### src/rtl/ps2_note_arbiter_if.sv
// rtl/ps2_note_arbiter_if.sv - scan-code input and note output bundle for ps2_note_arbiter
// Ports:
//   rx_data/rx_valid/rx_err : byte strobe from the PS/2 receiver (master -> slave)
//   key_held                : bitmap of the 8 note keys currently held
//   note_on/note_idx        : active note and its index
//   note_change             : one-cycle pulse when note_on or note_idx changes
//   drop_cnt                : saturating count of discarded bytes
interface ps2_note_arbiter_if;
  logic [7:0] rx_data;
  logic       rx_valid;
  logic       rx_err;
  logic [7:0] key_held;
  logic       note_on;
  logic [2:0] note_idx;
  logic       note_change;
  logic [7:0] drop_cnt;

  modport master (
    output rx_data, rx_valid, rx_err,
    input  key_held, note_on, note_idx, note_change, drop_cnt
  );

  modport slave (
    input  rx_data, rx_valid, rx_err,
    output key_held, note_on, note_idx, note_change, drop_cnt
  );
endinterface

### src/rtl/ps2_note_arbiter.sv
// rtl/ps2_note_arbiter.sv - PS/2 scan-code decoder with held-key bitmap and last-pressed-wins note arbitration
// Ports:
//   clk   : system clock
//   reset : asynchronous active-high reset
//   bus   : ps2_note_arbiter_if.slave (scan-code bytes in, note state out; all outputs registered)
module ps2_note_arbiter #(
  parameter int PREFIX_TIMEOUT = 5000000,
  parameter int CNT_W          = 23
) (
  input  logic                 clk,
  input  logic                 reset,
  ps2_note_arbiter_if.slave    bus
);

  typedef enum logic [1:0] {
    IDLE    = 2'd0,
    BRK     = 2'd1,
    EXT     = 2'd2,
    EXT_BRK = 2'd3
  } state_t;

  localparam logic [7:0]       CODE_BRK   = 8'hF0;
  localparam logic [7:0]       CODE_EXT   = 8'hE0;
  localparam logic [CNT_W-1:0] TIMER_LAST = CNT_W'(PREFIX_TIMEOUT - 1);

  state_t           state_q, state_d;
  logic [CNT_W-1:0] timer_q, timer_d;
  logic [7:0]       key_held_q, key_held_d;
  logic             note_on_q, note_on_d;
  logic [2:0]       note_idx_q, note_idx_d;
  logic             note_change_q, note_change_d;
  logic [7:0]       drop_cnt_q, drop_cnt_d;

  logic             key_hit;
  logic [2:0]       key_num;
  logic [7:0]       held_after_brk;
  logic             low_any;
  logic [2:0]       low_idx;
  logic             drop_event;

  // Set-2 make codes of the eight note keys.
  always_comb begin
    key_hit = 1'b1;
    key_num = 3'd0;
    case (bus.rx_data)
      8'h1C:   key_num = 3'd0;
      8'h1B:   key_num = 3'd1;
      8'h23:   key_num = 3'd2;
      8'h2B:   key_num = 3'd3;
      8'h34:   key_num = 3'd4;
      8'h33:   key_num = 3'd5;
      8'h3B:   key_num = 3'd6;
      8'h42:   key_num = 3'd7;
      default: key_hit = 1'b0;
    endcase
  end

  // Bitmap as it would be after releasing the current key, and the lowest
  // key left in it; used to hand the note over when the active key goes up.
  always_comb begin
    held_after_brk = key_held_q & ~(8'(1) << key_num);
    low_any        = |held_after_brk;
    low_idx        = 3'd0;
    for (int i = 7; i >= 0; i--) begin
      if (held_after_brk[i]) begin
        low_idx = 3'(i);
      end
    end
  end

  always_comb begin
    state_d    = state_q;
    timer_d    = timer_q;
    key_held_d = key_held_q;
    note_on_d  = note_on_q;
    note_idx_d = note_idx_q;
    drop_cnt_d = drop_cnt_q;
    drop_event = 1'b0;

    if (bus.rx_valid) begin
      timer_d = '0;
      if (bus.rx_err) begin
        state_d    = IDLE;
        drop_event = 1'b1;
      end else begin
        case (state_q)
          IDLE: begin
            if (bus.rx_data == CODE_BRK) begin
              state_d = BRK;
            end else if (bus.rx_data == CODE_EXT) begin
              state_d = EXT;
            end else if (key_hit && !key_held_q[key_num]) begin
              // Typematic repeats of a held key fall through untouched.
              key_held_d[key_num] = 1'b1;
              note_on_d           = 1'b1;
              note_idx_d          = key_num;
            end
          end
          BRK: begin
            state_d = IDLE;
            if (key_hit && key_held_q[key_num]) begin
              key_held_d = held_after_brk;
              if (note_on_q && (note_idx_q == key_num)) begin
                if (low_any) begin
                  note_idx_d = low_idx;
                end else begin
                  note_on_d = 1'b0;
                end
              end
            end
          end
          EXT: begin
            state_d = (bus.rx_data == CODE_BRK) ? EXT_BRK : IDLE;
          end
          default: begin
            state_d = IDLE;
          end
        endcase
      end
    end else if (state_q != IDLE) begin
      // A byte arriving on the expiry cycle takes the branch above instead.
      if (timer_q == TIMER_LAST) begin
        state_d    = IDLE;
        timer_d    = '0;
        drop_event = 1'b1;
      end else begin
        timer_d = timer_q + CNT_W'(1);
      end
    end

    if (drop_event && (drop_cnt_q != 8'hFF)) begin
      drop_cnt_d = drop_cnt_q + 8'd1;
    end

    note_change_d = (note_on_d != note_on_q) || (note_idx_d != note_idx_q);
  end

  always_ff @(posedge clk or posedge reset) begin
    if (reset) begin
      state_q       <= IDLE;
      timer_q       <= '0;
      key_held_q    <= 8'h00;
      note_on_q     <= 1'b0;
      note_idx_q    <= 3'd0;
      note_change_q <= 1'b0;
      drop_cnt_q    <= 8'h00;
    end else begin
      state_q       <= state_d;
      timer_q       <= timer_d;
      key_held_q    <= key_held_d;
      note_on_q     <= note_on_d;
      note_idx_q    <= note_idx_d;
      note_change_q <= note_change_d;
      drop_cnt_q    <= drop_cnt_d;
    end
  end

  assign bus.key_held    = key_held_q;
  assign bus.note_on     = note_on_q;
  assign bus.note_idx    = note_idx_q;
  assign bus.note_change = note_change_q;
  assign bus.drop_cnt    = drop_cnt_q;

endmodule
### src/flat_wrapper.sv
// flat-port wrapper written by rule: the top's interface ports become plain ports
module ps2_note_arbiter_flat 
#(
  parameter int PREFIX_TIMEOUT = 5000000,
  parameter int CNT_W          = 23
)
  (clk, reset, bus_rx_data, bus_rx_valid, bus_rx_err, bus_key_held, bus_note_on, bus_note_idx, bus_note_change, bus_drop_cnt);
  ps2_note_arbiter_if bus_i ();
  input  logic clk;
  input  logic reset;
  input wire logic [$bits(bus_i.rx_data)-1:0] bus_rx_data;
  input wire logic [$bits(bus_i.rx_valid)-1:0] bus_rx_valid;
  input wire logic [$bits(bus_i.rx_err)-1:0] bus_rx_err;
  output wire logic [$bits(bus_i.key_held)-1:0] bus_key_held;
  output wire logic [$bits(bus_i.note_on)-1:0] bus_note_on;
  output wire logic [$bits(bus_i.note_idx)-1:0] bus_note_idx;
  output wire logic [$bits(bus_i.note_change)-1:0] bus_note_change;
  output wire logic [$bits(bus_i.drop_cnt)-1:0] bus_drop_cnt;
  assign bus_i.rx_data = bus_rx_data;
  assign bus_i.rx_valid = bus_rx_valid;
  assign bus_i.rx_err = bus_rx_err;
  assign bus_key_held = bus_i.key_held;
  assign bus_note_on = bus_i.note_on;
  assign bus_note_idx = bus_i.note_idx;
  assign bus_note_change = bus_i.note_change;
  assign bus_drop_cnt = bus_i.drop_cnt;
  ps2_note_arbiter #(.PREFIX_TIMEOUT(PREFIX_TIMEOUT), .CNT_W(CNT_W)) u_core (.clk(clk), .reset(reset), .bus(bus_i));
endmodule
### config.mk
export PLATFORM = sky130hd
export DESIGN_NAME = ps2_note_arbiter_flat
export DESIGN_NICKNAME = d
export VERILOG_FILES = /design/src/rtl/ps2_note_arbiter_if.sv /design/src/rtl/ps2_note_arbiter.sv /design/src/flat_wrapper.sv
export SDC_FILE = /design/constraint.sdc
export NUM_CORES = 1
export LEC_CHECK = 0
export CAP_MARGIN = 20
export CORE_UTILIZATION = 57
export DETAILED_ROUTE_END_ITERATION = 8
export PLACE_DENSITY = 0.81
export REMOVE_ABC_BUFFERS = 1
export SLEW_MARGIN = 20
export SYNTH_ARGS = -nofsm -noshare
export SYNTH_HDL_FRONTEND = slang
export SYNTH_SLANG_ARGS = --single-unit
### constraint.sdc
create_clock -name clk -period 3.69 [get_ports clk]
set_input_delay 0.9225 -clock clk [delete_from_list [all_inputs] [get_ports clk]]
set_output_delay 0.9225 -clock clk [all_outputs]
set_load 0.01 [all_outputs]
==> summary.md <==
| Metric | Value |
|---|---|
| Outcome | finished, final reports clean |
| Grt ovf | 0 |
| Vias in the first global route | about 2,600 |
| CTS tree | yes |
| Clock insertion delay at the later pin of the skew report | 0.30 ns |
| Largest net degree at the start of global routing | 47 |
| Power per cell area | 322 nW/um^2 |
| Number of synthesized flops with an enable pin | 0 |
| Initial antenna violation count | 0 |
| DRC violations left | 0 |
| Rows | 25 |
| Register area | around 1200 um^2 |
| Ys async rst share | 100% |
| Yosys top cell area share | 38.6% |
| Final setup fails | 0 |
| GPL Wtd Cong | between 0.9 and 1 |
| Share of cells above drive strength 1 | between 15 and 20% |
| CTS Buf Count | 5 |
| Pins Over Slew Limit | 0 |
| 1st-pass router iterations | 5 |
| Commonest cells post-synth | 46 x dfrtp_1, 39 x nor2_1, 32 x nand2_1, 23 x nand3_1, 19 x o21ai_0 |
| CTS Buffer Depth | 2 |
| Global-route usage over all layers | 28.8% |
| Placed Cells | around 460 |
| Via count | 2,856 |
| Post-Layout Cell Count | around 470 |
| YS warnings | 0 |
| Chip height | 74.3 um |
| Max-cap violation count | 0 |
| Fillers | about 380 |
| Layout Skew | 0.00973 ns |
| Count of port buffers added during placement | 32 |
| Hold_buf cts | 0 |
| Synth Flop Type | dfrtp_1 |
| Detailed placement HPWL | 5.48 mm |
| Pre-CTS WS | -0.115 ns |
| VDD IR max | 363 uV |
| Max-slew headroom | 61.5% |
| Critical Path Fanout Max | 5 |
| Sequential share of the synthesized area | approximately 39% |
| Final hold vios | 0 |
| Final Hold Slack | 0.500 ns |
| DR iter-0 viols | between 200 and 250 |
| Final WL | 7.20 mm |
| Final instance area | 3680 um^2 |
| R2R depth | 8 |
| I/O Pins | 33 |
| Worst EP arrival | ~3.7 ns |
| # resized after CTS | 0 |
| Critical path type | input port to flop |
| Detail Route Antenna Nets | 0 |
| Die ar. | between 5000 and 6000 um^2 |
| Antenna cells | 0 |
| CP Launch Type | input port |
| Top cell type by total area after synthesis | dfrtp_1 |
| Area occupied by multi-input gates | between 1500 and 2000 um^2 |
| Synth cell types | 62 |
| Hold depth | 1 |
| Setup bufs post-CTS | 0 |
| TNS Setup | 0 ns |
| Synth Cell Area | 2980 um^2 |
| Die span in x | 74.3 um |
| Starting Density | 61.1% |
| Most common cell in the netlist | dfrtp_1 |
| Synthesis-to-finish area growth | 23.4% |
| DP Area | 3550 um^2 |
| Worst-margin pin slew | 0.572 ns |
| Highest Clock Rate | 0.283 GHz |
| Pleak | 0.00152 uW |
| Core Region | slightly below 5000 um^2 |
| Unrepaired setup endpoints after global routing | false |
| Final Cycle Share | 95.9% |
| Global-route wire length before repair | 12.1 mm |
| Min cycle time layout | 3.54 ns |
| H-Tree Depth | 2 |
| Critical Path Sink Type | flop |
| DR WL/cell | 15.5 um |
| Clk slew on worst S/H paths | 0.09 ns |
| Yosys reg bits | 46 |
| Worst path required time | between 3 and 4 ns |
| HP Class | flop to flop |
| Nets | 411 |
| Vias per cell | a little over 6 |
| Post-Syn Instances | ~340 |
| TritonCTS sink count | 46 |
| Synth top area cells | dfrtp_1 39%, nor2_1 4.9%, nand2_1 4.0% |
| R2R setup slack | 0.85 ns |
| Clock Root Buffer | clkbuf_8 |
| Fin worst setup slack | 0.150 ns |
| Syn avg cell area | 8.82 um^2 |
-- stage by stage --
step / power, uW / util, %
2_1_floorplan: 743 / -
3_3_place_gp: 879 / 72.8
3_5_place_dp: 890 / 72.8
4_1_cts: 1190 / 74.6
5_1_grt: 1250 / 75.4
6_report: 1180 / 75.4
-- where the power goes --
part	switching [uW]	total [uW]	internal (uW)
combinational	121	279	158
sequential	59.7	604	544
clock	168	301	134
total	348	1180	836
-- path summary, 6_finish.rpt --
check,from,to
worst max-delay path,bus_rx_data[5],u_core.bus.key_held[1]$_DFFE_PP0P_
worst min-delay path,u_core.bus.drop_cnt[5]$_DFFE_PP0P_,u_core.bus.drop_cnt[5]$_DFFE_PP0P_
worst max register to register,u_core.timer_q[7]$_DFFE_PP0P_,u_core.bus.drop_cnt[7]$_DFFE_PP0P_
worst min register to register,u_core.bus.drop_cnt[5]$_DFFE_PP0P_,u_core.bus.drop_cnt[5]$_DFFE_PP0P_
max in group asynchronous,reset,u_core.timer_q[20]$_DFFE_PP0P_
min in group asynchronous,reset,u_core.bus.key_held[6]$_DFFE_PP0P_
-- cell type report --
cell class | count | share of cell area [%]
clock inverter | 2 | 0.374
multi-input combinational | 271 | 47.8
sequential | 46 | 31.3
tap | 67 | 2.28
clock buffer | 6 | 1.97
inverter | 11 | 1.12
timing repair buffer | 62 | 15.2
-- kinds of logic after synthesis --
| family | share of synthesized area [%] |
|---|---|
| compound gates | 16.6 |
| xor+xnor | 7.30 |
| fa+ha+maj | 0.839 |
| mux | 3.73 |
| buf+inv | 3.02 |
| flops | 38.6 |
| simple gates | 29.9 |
-- worst max-delay path: stages --
cell	delay, ns
clkdlybuf4s50_1	0.58
or3b_4	0.43
nor3b_4	0.25
nor2_1	0.09
and3_4	0.19
o32ai_4	0.33
xnor2_2	0.14
buf_4	0.18
nor3_1	0.25
mux2_2	0.37
-- cell usage in the layout, fill, tap and decap left out, types with 2 or more instances in the layout --
cell type	count
a31oi_1	2
or3_1	7
and3_1	4
nor3_1	17
o22a_1	2
ha_1	2
nand3_1	23
a221o_1	2
nand2b_1	5
o41a_1	2
o211ai_1	4
dfrtp_1	46
nor4b_2	2
nand2_1	32
inv_1	10
o21bai_1	2
nor4b_1	3
nor4_1	2
xnor2_1	13
a22o_1	3
clkdlybuf4s50_1	32
a22oi_1	2
nor2_1	39
clkbuf_8	5
nand3b_1	2
o21ai_0	18
o22ai_1	4
mux2_2	8
a21oi_1	13
or3b_4	2
nand4_1	12
xor2_1	10
nand4b_1	2
and2_1	3
buf_4	29
-- sequential cells by signal, summed over array words and instances, names as in the netlist --
register and count:
u_core.bus.note_on 1, u_core.bus.key_held 8, u_core.bus.note_idx 3, u_core.bus.drop_cnt 8
u_core.bus.note_change 1, u_core.timer_q 23, u_core.state_q 2
-- layer usage --
metal	GRT usage, %	vias up	routed length, um	share of wire (%)
met1	37.0	1363	3100	43
met3	5.01	21	365	5.1
met2	49.0	108	3560	49
met5	0	-	0	0
met4	10.7	0	178	2.5
li1	-	1364	-	-
(Power assumes the default switching activity.)
